### src/rtl/alu_pkg.sv
// Shared definitions for the ALU/UART sequencer: default widths, FSM encoding, opcodes.
// SEND_HI is only part of the encoding when ALU_CARRY_BYTE_EN is defined.
package alu_pkg;

    localparam int DEF_NB_BITS = 8;
    localparam int DEF_NB_OPE  = 6;

    typedef enum logic [2:0] {
        WAIT_A,
        WAIT_B,
        WAIT_OP,
        EXEC,
`ifdef ALU_CARRY_BYTE_EN
        SEND_LO,
        SEND_HI
`else
        SEND_LO
`endif
    } state_t;

    localparam logic [5:0] OP_ADD = 6'b100000;
    localparam logic [5:0] OP_SUB = 6'b100010;
    localparam logic [5:0] OP_AND = 6'b100100;
    localparam logic [5:0] OP_OR  = 6'b100101;
    localparam logic [5:0] OP_XOR = 6'b100110;
    localparam logic [5:0] OP_NOR = 6'b100111;
    localparam logic [5:0] OP_SRL = 6'b000010;
    localparam logic [5:0] OP_SRA = 6'b000011;

endpackage

### src/rtl/alu_uart_ctrl.sv
// Collects A, B and opcode bytes from the UART, holds them on the ALU, and returns the result.
// Define ALU_CARRY_BYTE_EN to also send the carry/borrow bit as a second byte.
module alu_uart_ctrl
    import alu_pkg::*;
#(
    parameter int NB_BITS = DEF_NB_BITS,
    parameter int NB_OPE  = DEF_NB_OPE
) (
    input  logic               i_clock,
    input  logic               i_reset_n,
    input  logic [7:0]         i_rx_data,
    input  logic               i_rx_valid,
    output logic [7:0]         o_tx_data,
    output logic               o_tx_start,
    input  logic               i_tx_done,
    output logic [NB_BITS-1:0] o_dato_a,
    output logic [NB_BITS-1:0] o_dato_b,
    output logic [NB_OPE-1:0]  o_ope_sel,
    input  logic [NB_BITS:0]   i_alu_result,
    output logic               o_busy
);

    state_t             state_q, state_d;
    logic [NB_BITS:0]   result_q, result_d;
    logic [NB_BITS-1:0] dato_a_d, dato_b_d;
    logic [NB_OPE-1:0]  ope_sel_d;
    logic [7:0]         tx_data_d;
    logic               tx_start_d;
    logic               busy_d;
    logic               tx_done_ok;

    // A done pulse coinciding with our own start pulse cannot belong to this byte.
    assign tx_done_ok = i_tx_done && !o_tx_start;

    always_ff @(posedge i_clock or negedge i_reset_n) begin
        if (!i_reset_n) begin
            state_q    <= WAIT_A;
            result_q   <= '0;
            o_dato_a   <= '0;
            o_dato_b   <= '0;
            o_ope_sel  <= '0;
            o_tx_data  <= '0;
            o_tx_start <= 1'b0;
            o_busy     <= 1'b0;
        end else begin
            state_q    <= state_d;
            result_q   <= result_d;
            o_dato_a   <= dato_a_d;
            o_dato_b   <= dato_b_d;
            o_ope_sel  <= ope_sel_d;
            o_tx_data  <= tx_data_d;
            o_tx_start <= tx_start_d;
            o_busy     <= busy_d;
        end
    end

    always_comb begin
        state_d    = state_q;
        result_d   = result_q;
        dato_a_d   = o_dato_a;
        dato_b_d   = o_dato_b;
        ope_sel_d  = o_ope_sel;
        tx_data_d  = o_tx_data;
        tx_start_d = 1'b0;

        case (state_q)
            WAIT_A: begin
                if (i_rx_valid) begin
                    dato_a_d = i_rx_data[NB_BITS-1:0];
                    state_d  = WAIT_B;
                end
            end
            WAIT_B: begin
                if (i_rx_valid) begin
                    dato_b_d = i_rx_data[NB_BITS-1:0];
                    state_d  = WAIT_OP;
                end
            end
            WAIT_OP: begin
                if (i_rx_valid) begin
                    ope_sel_d = i_rx_data[NB_OPE-1:0];
                    state_d   = EXEC;
                end
            end
            EXEC: begin
                // Load the low byte together with the start pulse so both are registered on entry.
                result_d   = i_alu_result;
                tx_data_d  = 8'(i_alu_result[NB_BITS-1:0]);
                tx_start_d = 1'b1;
                state_d    = SEND_LO;
            end
            SEND_LO: begin
                if (tx_done_ok) begin
`ifdef ALU_CARRY_BYTE_EN
                    tx_data_d  = {7'b0, result_q[NB_BITS]};
                    tx_start_d = 1'b1;
                    state_d    = SEND_HI;
`else
                    state_d    = WAIT_A;
`endif
                end
            end
`ifdef ALU_CARRY_BYTE_EN
            SEND_HI: begin
                if (tx_done_ok) begin
                    state_d = WAIT_A;
                end
            end
`endif
            default: state_d = WAIT_A;
        endcase

        busy_d = (state_d != WAIT_A);
    end

endmodule

### config.mk
export PLATFORM = sky130hd
export DESIGN_NAME = alu_uart_ctrl
export DESIGN_NICKNAME = d
export VERILOG_FILES = /design/src/rtl/alu_pkg.sv /design/src/rtl/alu_uart_ctrl.sv
export SDC_FILE = /design/constraint.sdc
export NUM_CORES = 1
export LEC_CHECK = 0
export ABC_AREA = 0
export ABC_CLOCK_PERIOD_IN_PS = 3730
export CAP_MARGIN = 20
export CORE_ASPECT_RATIO = 2
export CORE_MARGIN = 2
export CORE_UTILIZATION = 46
export DETAILED_ROUTE_END_ITERATION = 10
export HOLD_SLACK_MARGIN = 0.08
export PLACE_DENSITY = 0.92
export SKIP_LAST_GASP = 1
export SYNTH_ARGS = -nofsm -noshare
export SYNTH_HDL_FRONTEND = slang
export SYNTH_SLANG_ARGS = --single-unit
export TNS_END_PERCENT = 50
### constraint.sdc
create_clock -name i_clock -period 3.73 [get_ports i_clock]
set_input_delay 0.373 -clock i_clock [delete_from_list [all_inputs] [get_ports i_clock]]
set_output_delay 0.373 -clock i_clock [all_outputs]
set_load 0.01 [all_outputs]
## Yosys cells after proc, flatten, opt, wreduce, memory -nomap -nowiden

Index checks and enable logic that the tools add are counted.

| cells by class | value |
|---|---|
| equal/unequal tests | 4 |
| mux-type cells | 6 |
| reductions and logical operators | 7 |

Operators with widths:

| kind | count |
|---|---|
| case mux 3 bit (5 select lines) | 1 |
| 2-to-1 mux 3 bit | 4 |
| equality test 3 x 2 -> 1 bit (second input constant) | 2 |
| AND reduction 2 bit | 3 |
| equality test 3 x 1 -> 1 bit (second input constant) | 1 |
| equality test 3 bit (second input constant) | 1 |
| logical NOT 3 bit | 1 |
| nonzero test 3 bit | 1 |
| logical AND 1 bit | 1 |
| logical NOT 1 bit | 1 |
| 2-to-1 mux 1 bit | 1 |

| storage, ports and cells | value |
|---|---|
| bits in registers | 35 |
| output and inout port bits | 32 |
| word-level logic and storage cells | 24 |

## Depth between registers and ports, before layout

Gate-level depths: netlist of the first run.

| depth | value |
|---|---|
| depth in word-level cells | 5 |
| depth in mapped cells | 4 |
| gate-level depth less buffers | 2 |

## Worst setup path before layout of the first run

OpenSTA, ideal clock, no wires.

| timing path | value |
|---|---|
| path type | reg2reg |
| from | register state_q[1] |
| to | register o_dato_a[0] |
| data arrival time | 1.327 ns |
| required time | 3.605 ns |
| slack | 2.279 ns |
| stages on the path, launching flop included | 4 |
| path buffers | 1 |
| clock period less this slack | 1.451 ns |
| cell sequence | dfrtp_1 clkbuf_2 nor4b_4 mux2_2 |

| between the ends | value |
|---|---|
| word-level cells in the longest chain between the ends | 2 |

Ends and longest elaborated chain:

| what | RTL line | text |
|---|---|---|
| start: declaration | alu_uart_ctrl.sv:23 | `state_t state_q, state_d;` |
| start signal: assignment | alu_uart_ctrl.sv:46 | `state_q <= state_d;` |
| logical NOT 3 bit | alu_uart_ctrl.sv:66 | `case (state_q)` |
| AND reduction 2 bit (no source line) | - |  |
| end signal: assignment | alu_uart_ctrl.sv:48 | `o_dato_a <= dato_a_d;` |
| end: declaration | alu_uart_ctrl.sv:16 | `output logic [NB_BITS-1:0] o_dato_a,` |

No other way between the ends.
A chain may end at the register's enable or synchronous reset.

## Final worst setup path of the first run

| timing path | value |
|---|---|
| from | input i_rx_valid |
| to | register o_dato_b[1] |

| between the ends | value |
|---|---|
| word-level cells in the longest chain between the ends | 1 |

Ends and longest elaborated chain:

| what | RTL line | text |
|---|---|---|
| start: declaration | alu_uart_ctrl.sv:12 | `input logic i_rx_valid,` |
| AND reduction 2 bit (no source line) | - |  |
| end signal: assignment | alu_uart_ctrl.sv:49 | `o_dato_b <= dato_b_d;` |
| end: declaration | alu_uart_ctrl.sv:17 | `output logic [NB_BITS-1:0] o_dato_b,` |

No other way between the ends.

==> results of run 1 <==
[power by group through the flow]
stage | Clock [mW] | Sequential, mW | Combinational (mW)
2_1_floorplan | 0 | 0.751 | 0.299
3_3_place_gp | 0 | 0.684 | 0.762
3_5_place_dp | 0 | 0.705 | 0.791
4_1_cts | 0.300 | 0.698 | 0.793
5_1_grt | 0.313 | 0.721 | 0.826
6_report | 0.291 | 0.694 | 0.783
[placed cells by master (no fill, tap or decap)]
master	synthesis	layout
inv_1	1	1
nand3b_1	2	2
clkdlybuf4s50_1	0	51
nor2b_1	1	1
clkbuf_8	0	7
mux2_2	30	30
or3b_2	2	2
o22ai_1	1	1
nand2b_1	2	2
nor4bb_2	0	1
nor4bb_1	2	1
o21ai_0	1	1
clkbuf_2	1	1
nor4b_4	1	1
clkinvlp_4	0	1
nor3_1	1	1
buf_4	0	2
a21oi_1	2	2
dfrtp_1	35	35
[critical path: cells and delay by family]
kind / cells / cell delay [ps]
buffers and inverters: 2 / 880
AND/OR/NAND/NOR: 1 / 630
multiplexers: 1 / 350
[per-layer routing]
layer / GRT usage (%) / vias to the layer above
li1: - / 420
met1: 18.2 / 451
met2: 33.8 / 27
met3: 5.33 / 6
met4: 6.88 / 0
met5: 0 / -
[worst paths after layout]
check	start	to	slack, ps
max	i_rx_valid	o_dato_b[1]	1650
min	i_reset_n	o_tx_data[7]	500
max reg2reg	state_q[1]	o_dato_b[1]	1850
min reg2reg	o_tx_data[6]	o_tx_data[6]	510
max in group asynchronous	i_reset_n	o_ope_sel[3]	2920
min in group i_clock	o_tx_data[6]	o_tx_data[6]	510
[cells by family after synthesis]
group                  Yosys count
AOI/OAI and AO/OA                4
buffers and inverters            6
DFF                             35
muxes                           30
and+or+nand+nor                 11
[through the flow]
stage | cells | total power [mW]
CTS | 172 | 1.79
detailed placement | 164 | 1.50
global route | 173 | 1.86
floorplan | 86 | 1.05
global placement | 164 | 1.45
finish | 173 | 1.77
[state kept, by name (all words and copies together) (netlist names)]
| name | count |
|---|---|
| o_dato_a | 8 |
| o_dato_b | 8 |
| o_tx_data | 8 |
| o_ope_sel | 6 |
| state_q | 3 |
| o_busy | 1 |
| o_tx_start | 1 |
[cell type report]
cell class	instances	area (µm²)	share of cell area [%]
Sequential cell	35	876	43.4
Clock inverter	1	7.51	0.372
Clock buffer	7	96.3	4.78
Inverter	1	3.75	0.186
Timing Repair Buffer	54	531	26.3
Multi-Input combinational cell	45	465	23.1
Tap cell	30	37.5	1.86
==> key figures, run 1 <==
Detailed routing
  • Routed length on met2: 1740 µm
  • Detail Route Antenna Nets: 0
  • Met3 wire len: 103 µm
  • Met1 Wirelength: 971 µm
  • Vias per inst: about 5.2
  • DRT Pass-1 Iters: 3
  • Routed vias: 904
  • Drc violations: 0
  • Wirelength, routed: 2880 µm
  • Wire per inst: about 17 µm
  • Highest metal used: met4
  • First DRT Iteration DRCs: 4

STA
  • Final Cycle Share: 55.8%
  • Setup violators final: 0
  • Final Hold Viols: 0
  • Final Critical Period: 2080 ps
  • RSZ-0062 raised after global routing: no
  • Worst Max-Slew Pin Slew: 617 ps
  • Worst setup margin: about 1600 ps
  • Peak Freq: 0.480 GHz
  • Max-Slew Margin vs Limit: 58.2%
  • Slew Viols, Final: 0
  • Total negative slack: 0 ps
  • Hold_ws: 504 ps
  • Final setup skew: 9.06 ps

Setup path
  • Crit end category: register
  • Crit-path max cell delay: 630 ps
  • Critical path startpoint category: input pin
  • CP Max Fanout: 7
  • Reg2Reg Depth: 3
  • Crit Path Category: in -> reg
  • WP data required: 3890 ps
  • Slowest CP cell: nor4bb_2
  • Cell Chain, Critical Path: clkdlybuf4s50_1 -> nor4bb_2 -> clkbuf_2 -> mux2_2
  • WP data arrival: 2240 ps

Place
  • Buffers on Ports: 51
  • RePlAce Congestion: 0.740
  • Placed Instance Area: roughly 1900 µm²
  • DP Wirelength: 2240 µm
  • Pre-CTS WS: 1200 ps

Synthesis
  • Compound-cell area share of the yosys netlist: 1.55%
  • Largest family of logic cells by synthesized area: multiplexers
  • Post-synthesis mux area share: 24.7%
  • Syn Area/Cell: 15.9 µm²
  • Synth Area in Simple Gates: 7.31%
  • Post-synth EDFFs: 0
  • Sequential-to-total area share from yosys stat: 63.9%
  • Warnings, synthesis: 0
  • Syn_nets: 107
  • Asr flop ratio synth: 100%
  • Synth top area cells: dfrtp_1 (64%), mux2_2 (25%), nor4b_4 (1.7%), nor4bb_1 (1.5%), or3b_2 (1.3%)
  • Top post-synthesis cells by count: dfrtp_1 (35), mux2_2 (30), buf_2 (3)
  • Most instantiated library cell after synthesis: dfrtp_1
  • Cells after Synth: 86
  • Yosys reg bits: 35
  • Post-synth top flop: dfrtp_1
  • Library cells used by synthesis: 16
  • Mapped cell area: 1370 µm²
  • Post-synth top area share: roughly 64%
  • Synth Area in Adders: 0%
  • Post-synthesis xor/xnor area fraction: 0%
  • Yosys top cell by area: dfrtp_1

Clocking
  • Reg clk slew, reported paths: about 70 ps
  • Post-CTS Setup Inserts: 0
  • Hold_buf cts: 0
  • Cts bufs inserted: 5
  • Worst-case clock buffer depth: 2
  • Clock Root Buffer: clkbuf_8
  • CTS resizes: 0
  • Skew-Pair Late Insertion Delay: 270 ps
  • TritonCTS clock tree: done
  • Clock sinks: 35
  • Htree depth: 2

Global routing
  • Gr usage total: ~18%
  • Largest net degree at the start of global routing: 36
  • Initial antenna violation count: 0
  • GR Overflow Total: 0
  • Vias in the first global route: 936
  • First-pass GRT wire length: approximately 4600 µm

Pwr
  • Flop pwr share: 39.3%
  • Share of total power in the clock network: 16.5%
  • PwrDens: 877 nW/µm²
  • Maximum VDD drop: around 640 µV
  • Switching Share: 29.5%
  • Internal power: 1.25 mW
  • Gate power share: 44.3%
  • Sw power: 522 µW
  • Static leakage: around 0.84 nW

Floorplanning
  • # IOs: between 50 and 60
  • Core box area: 2910 µm²
  • Starting Density: 47.1%
  • Row cnt: 28
  • Die Wd: about 43 µm
  • Die ar.: between 3000 and 4000 µm²
  • Die Height: just over 80 µm

Finish
  • Syn-to-layout area delta: 47.2%
  • Fraction of layout cells with a size suffix above 1: 31.5%
  • Finished Core Util: 69.4%
  • Final Cell Area: 2020 µm²
  • N_diodes: 0
  • Layout fillers: 222
  • Final Net Count: between 150 and 200

Worst hold path
  • Worst hold path type: in -> async

Outcome
  • Outcome: completed

Job
  • Max Cap Violations: 0
Note: power is estimated with default switching activity, not from simulation.
==> inputs of run 2 (changes only) <==
--- a/config.mk
+++ b/config.mk
@@ -6,14 +6,14 @@
 export NUM_CORES = 1
 export LEC_CHECK = 0
 export ABC_AREA = 0
-export ABC_CLOCK_PERIOD_IN_PS = 3730
+export ABC_CLOCK_PERIOD_IN_PS = 1700
 export CAP_MARGIN = 20
 export CORE_ASPECT_RATIO = 2
 export CORE_MARGIN = 2
-export CORE_UTILIZATION = 46
+export CORE_UTILIZATION = 38
 export DETAILED_ROUTE_END_ITERATION = 10
 export HOLD_SLACK_MARGIN = 0.08
-export PLACE_DENSITY = 0.92
+export PLACE_DENSITY = 0.82
 export SKIP_LAST_GASP = 1
 export SYNTH_ARGS = -nofsm -noshare
 export SYNTH_HDL_FRONTEND = slang
==> constraint.sdc (replaced) <==
create_clock -name i_clock -period 1.7 [get_ports i_clock]
set_input_delay 0.17 -clock i_clock [delete_from_list [all_inputs] [get_ports i_clock]]
set_output_delay 0.17 -clock i_clock [all_outputs]
set_load 0.01 [all_outputs]
==> run 2 against run 1 <==
Against the previous run:
- wire length grew 3.0%
- final cell count grew 12%
- first-iteration DRC count grew 100%
- critical path type is now reg -> reg
- largest cell class unchanged
==> key figures, run 2 (synthesized netlist as in run 1, its figures left out) <==
Global routing
  • First-pass GRT wire length: 4860 µm (+6.0%)
  • Gr usage total: 16.9% (-1.2 points)
  • Largest net degree at the start of global routing: 36 (unchanged)
  • Initial antenna violation count: 0 (unchanged)
  • GR Overflow Total: 0 (unchanged)
  • Vias in the first global route: 997 (+6.5%)

Setup path
  • Crit end category: register
  • Critical path startpoint category: register
  • Reg2Reg Depth: 3 (unchanged)
  • Crit Path Category: reg -> reg
  • WP data arrival: 1670 ps (-570 ps)
  • CP Max Fanout: 10 (+3)
  • WP data required: 1870 ps (-2020 ps)

STA
  • Final Cycle Share: between 80 and 90%
  • Hold_ws: 285 ps (-219 ps)
  • Worst Max-Slew Pin Slew: 466 ps (-151 ps)
  • RSZ-0062 raised after global routing: no
  • Final Critical Period: ~1500 ps
  • Setup violators final: 0 (unchanged)
  • Slew Viols, Final: 0 (unchanged)
  • Peak Freq: about 0.67 GHz
  • Max-Slew Margin vs Limit: 68.8% (+11 points)
  • Final Hold Viols: 0 (unchanged)
  • Final setup skew: 5.07 ps (-3.98 ps)

Finish
  • Final Net Count: 165 (+1.2%)
  • Most common cell after layout, fill and taps aside: clkdlybuf4s50_1
  • Fraction of layout cells with a size suffix above 1: 32.4% (+0.95 points)
  • Register area: 876 µm² (unchanged)
  • Multi-input gate area: 465 µm² (unchanged)
  • Layout fillers: 268 (+21%)
  • Biggest regs: o_dato_a (8), o_dato_b (8), o_tx_data (8)
  • N_diodes: 0 (unchanged)
  • Syn-to-layout area delta: 51.1%
  • Non-Filler Instances: 193 (+12%)
  • Most frequent cells in the layout: clkdlybuf4s50_1 (51), dfrtp_1 (35), mux2_2 (30)

Detailed routing
  • DRT Pass-1 Iters: 3 (unchanged)
  • First DRT Iteration DRCs: 8 (+4)
  • Detail Route Antenna Nets: 0 (unchanged)
  • Vias per inst: 4.77 (-8.8%)
  • Routed vias: 920 (+1.8%)
  • Wire per inst: 15.4 µm (-7.7%)
  • Drc violations: 0 (unchanged)
  • Wirelength, routed: 2970 µm (+3.0%)

Floorplanning
  • Die ar.: 4130 µm² (+19%)
  • Die Wd: 46.5 µm (+9.1%)
  • Row cnt: 30 (+7.1%)
  • Starting Density: 40.1% (-7.0 points)
  • # IOs: 53 (unchanged)
  • Die Height: 88.9 µm (+9.5%)
  • Core box area: 3420 µm² (+17%)

Clocking
  • Reg clk slew, reported paths: 70 ps (about the same)
  • CTS resizes: 0 (unchanged)
  • Hold_buf cts: 0 (unchanged)
  • Skew-Pair Late Insertion Delay: 280 ps (about the same)
  • Clock sinks: 35 (unchanged)
  • TritonCTS clock tree: done
  • Cts bufs inserted: 5 (unchanged)
  • Htree depth: 2 (unchanged)
  • Worst-case clock buffer depth: 2 (unchanged)
  • Post-CTS Setup Inserts: 0 (unchanged)
  • Clock Root Buffer: clkbuf_8

Pwr
  • Maximum VDD drop: 1140 µV (+77%)
  • PwrDens: 1940 nW/µm² (+120%)
  • Static leakage: 0.865 nW (+2.5%)

Place
  • DP Wirelength: 2210 µm (-1.4%)
  • Buffers on Ports: 51 (unchanged)
  • Placed cell count: 185 (+13%)
  • RePlAce Congestion: 0.781 (+5.5%)

Worst hold path
  • Worst hold path type: in -> async

Outcome
  • Outcome: completed

Job
  • Max Cap Violations: 0 (unchanged)
[run 2: cell types whose count changed in the layout (fill, tap and decap cells not counted)]
cell | before | now
clkbuf_8 | 7 | 6
bufinv_16 | 0 | 1
clkbuf_2 | 1 | 0
clkinvlp_4 | 1 | 0
buf_4 | 2 | 5
clkinv_2 | 0 | 1
[run 2: layout make-up]
type	count	area share (%)
well taps	48	2.90
clock inverters	2	1.69
multi-input cells	45	22.5
repair buffers	56	26.5
inverters	1	0.181
flip-flops and latches	35	42.3
clock buffers	6	3.99
[run 2: final timing paths]
check / start / endpoint / slack (ps)
max reg2reg: state_q[0] / o_ope_sel[1] / 200
max in group asynchronous: i_reset_n / o_dato_b[4] / 1100
min reg2reg: o_tx_data[6] / o_tx_data[6] / 500
max: state_q[0] / o_ope_sel[1] / 200
min in group i_clock: i_alu_result[0] / o_tx_data[0] / 500
min: i_reset_n / o_busy / 290
[run 2: critical path: stages, from the launching register on]
cell and delay [ps]:
dfrtp_1 490, nor4bb_1 330, buf_4 220, mux2_2 340
[run 2: metal layers]
layer	routed length [µm]	up-vias	share of wire [%]	GRT usage, %
met3	95	5	3.2	4.85
met4	65	0	2.2	7.79
met1	1090	476	37	19.7
met2	1710	23	58	27.7
met5	0	-	0	0
li1	-	416	-	-
[run 2: where the power goes]
| group | internal, mW | total, mW | switching (mW) |
|---|---|---|---|
| Clock | 0.474 | 0.759 | 0.285 |
| Combinational | 1.13 | 1.73 | 0.595 |
| Sequential | 1.25 | 1.53 | 0.279 |
| Total | 2.86 | 4.02 | 1.16 |
[run 2: through the flow]
stage | utilization, % | area (µm²) | setup slack (ps) | setup TNS (ps) | power (mW)
2_1_floorplan | - | 1370 | 249 | 0 | 2.30
3_3_place_gp | 57.2 | 1950 | 34.9 | 0 | 3.22
3_5_place_dp | 57.2 | 1950 | -32.1 | -290 | 3.30
4_1_cts | 60.6 | 2070 | 189 | 0 | 4.07
5_1_grt | 60.6 | 2070 | 108 | 0 | 4.26
6_report | 60.6 | 2070 | 198 | 0 | 4.02
==> RTL change, RTL diff (config.mk and constraints of run 2) <==
Change the package constant `DEF_NB_BITS` from 8 to 7.
--- a/src/rtl/alu_pkg.sv
+++ b/src/rtl/alu_pkg.sv
@@ -3,5 +3,5 @@
 package alu_pkg;
 
-    localparam int DEF_NB_BITS = 8;
+    localparam int DEF_NB_BITS = 7;
     localparam int DEF_NB_OPE  = 6;
 
Interface: changed (resized i_alu_result, o_dato_a and o_dato_b); port bits go from 53 to 50. No check against the original RTL was run, so the function may have changed too.
==> RTL change against run 2 <==
  * Largest power group unchanged
  * Clock power up 3.3%
  * Final area fell by 8.9%
  * Sequential cell count shrank 3
  * Total power decreased by 7.2%
  * Final cell count shrank 15%
  * Largest cell class unchanged
  * Area after synthesis shrank 6.0%
  * Wire length shrank 10%
  * Critical path depth is the same
  * Clock skew decreased by 0.0014 ns
  * Setup slack better by 0.052 ns
==> RTL change: results (changes against run 2) <==
global_routing:
  grt_pass1_vias: 950  # -4.7%
  grtUsageTotal_pct: 15.80  # -1.1 points
  grt_max_degree: 33  # -8.3%
  antenna_found_initial: 0  # unchanged
  grt_pass1_wl_um: 4312  # -11%
critical_path:
  critPathArrivalTime_ns: 1.62  # -0.05 ns
  worstPathMaxFanout: 10  # unchanged
  critPathSlowestCell: "dfrtp_1"
  crit_start: "state_q[0]"
  critPathMaxStageDelay_ns: 0.48
  critPathTopFamily: "flip-flops"
  r2r_start: "state_q[0]"
clock_network:
  cts_buffers: 5  # unchanged
  cts_buffer_depth: 2  # unchanged
  clk_latency_ns: 0.28  # about the same
  post_cts_buffers: 0  # unchanged
  cts-resized-gates: 0  # unchanged
  cts_max_level: 2  # unchanged
  root_buffer: "clkbuf_8"
  cts.clk_slew.worst_paths_ns: 0.06
placement:
  dp_hpwl_um: 2031  # -8.0%
  numPlacedInstances: 156  # -16%
  place_congestion: 0.7112  # -8.9%
  portBuffers: 46  # -9.8%
synthesis:
  synth-async-reset-ratio_pct: 100.0  # unchanged
  synthTopCellsByArea: "dfrtp_1 (62%), mux2_2 (24%), buf_6 (2.6%)"
  synth_area_per_cell_um2: 15.89  # -0.23%
  synth_common_cells: "dfrtp_1 (32), mux2_2 (27), buf_6 (3)"
  synth-warning-count: 0  # unchanged
  synthFlopType: "dfrtp_1"
  synth_nets: 101  # -5.6%
  seq_area_frac_synth_pct: 62.20  # -1.7 points
  synth_cell_types: 16  # unchanged
drt:
  wl_um: 2659  # -10%
  firstDrtPassIters: 3  # unchanged
  num_vias: 846  # -8.0%
  first_iter_violations: 12  # +4
  wl_per_cell_um: 16.21  # +5.5%
run:
  maxCapViolCount: 0  # unchanged
sta:
  worst_clock_skew_ns: 0.003657  # -0.001416 ns
layout:
  drive_gt1_share_pct: 32.33  # -0.083 points
  reg_top3: "o_dato_a x7, o_dato_b x7, o_tx_data x7"
  n_fill_cell: 269  # +0.37%
  antenna_cells: 0  # unchanged
  nets: 152  # -7.9%
power_and_ir_drop:
  p_leak_nw: 0.7944  # -8.1%
  peakVddDrop_mv: 1.326  # +17%
outcome:
  status: "complete, no violations"
min_path:
  min_path_type: "in -> async"
RTL change: cell types whose count changed after synthesis, sizes merged:
cell	change
buf	+1
clkbuf	-1
nor4bb	-2
dfrtp	-3
conb	+1
and4bb	+2
mux2	-3
RTL change: cell type report:
| type | count | area, um^2 | area share [%] |
|---|---|---|---|
| multi-input cells | 43 | 434.2 | 23.01 |
| clock inverters | 1 | 30.03 | 1.592 |
| clock buffers | 7 | 96.34 | 5.106 |
| flip-flops and latches | 32 | 800.8 | 42.44 |
| repair buffers | 49 | 483.0 | 25.60 |
| inverters | 1 | 3.754 | 0.1989 |
| well taps | 31 | 38.79 | 2.056 |
RTL change: power breakdown:
group	total (mW)	switching [mW]	internal (mW)
logic	1.55	0.530	1.02
clock network	0.784	0.267	0.517
registers	1.39	0.251	1.14
RTL change: layer usage:
metal | vias up | GRT usage, % | wire length [um]
met1 | 434 | 15.08 | 835
met2 | 23 | 27.92 | 1638
met4 | 0 | 11.23 | 89
met3 | 7 | 3.125 | 95
li1 | 382 | - | -
met5 | - | 0 | 0
RTL change: logic make-up after synthesis:
group | Yosys count | share of synthesized area (%)
DFF | 32 | 62.20
muxes | 27 | 23.62
and+or+nand+nor | 11 | 8.162
buffers and inverters | 6 | 4.081
AOI/OAI and AO/OA | 4 | 1.652
other | 1 | 0.2913
RTL change: metrics by stage:
step	total power, mW	hold WS (ns)	setup WS [ns]	instance area, um^2
floorplan	2.135	-0.1256	0.2910	1287
global placement	2.919	0.4882	0.1320	1760
detailed placement	2.993	0.4958	0.09275	1760
CTS	3.795	0.2954	0.2435	1887
global route	3.945	0.3151	0.1723	1887
finish	3.727	0.2865	0.2499	1887
RTL change: worst paths after layout:
check	end	slack, ns	cells after the start
max	o_dato_a[4]	0.25	3
min	o_tx_data[1]	0.29	2
max reg2reg	o_dato_a[4]	0.25	3
min reg2reg	o_dato_b[4]	0.50	1
max in group asynchronous	o_tx_data[6]	1.13	2
min in group i_clock	o_tx_data[3]	0.50	2
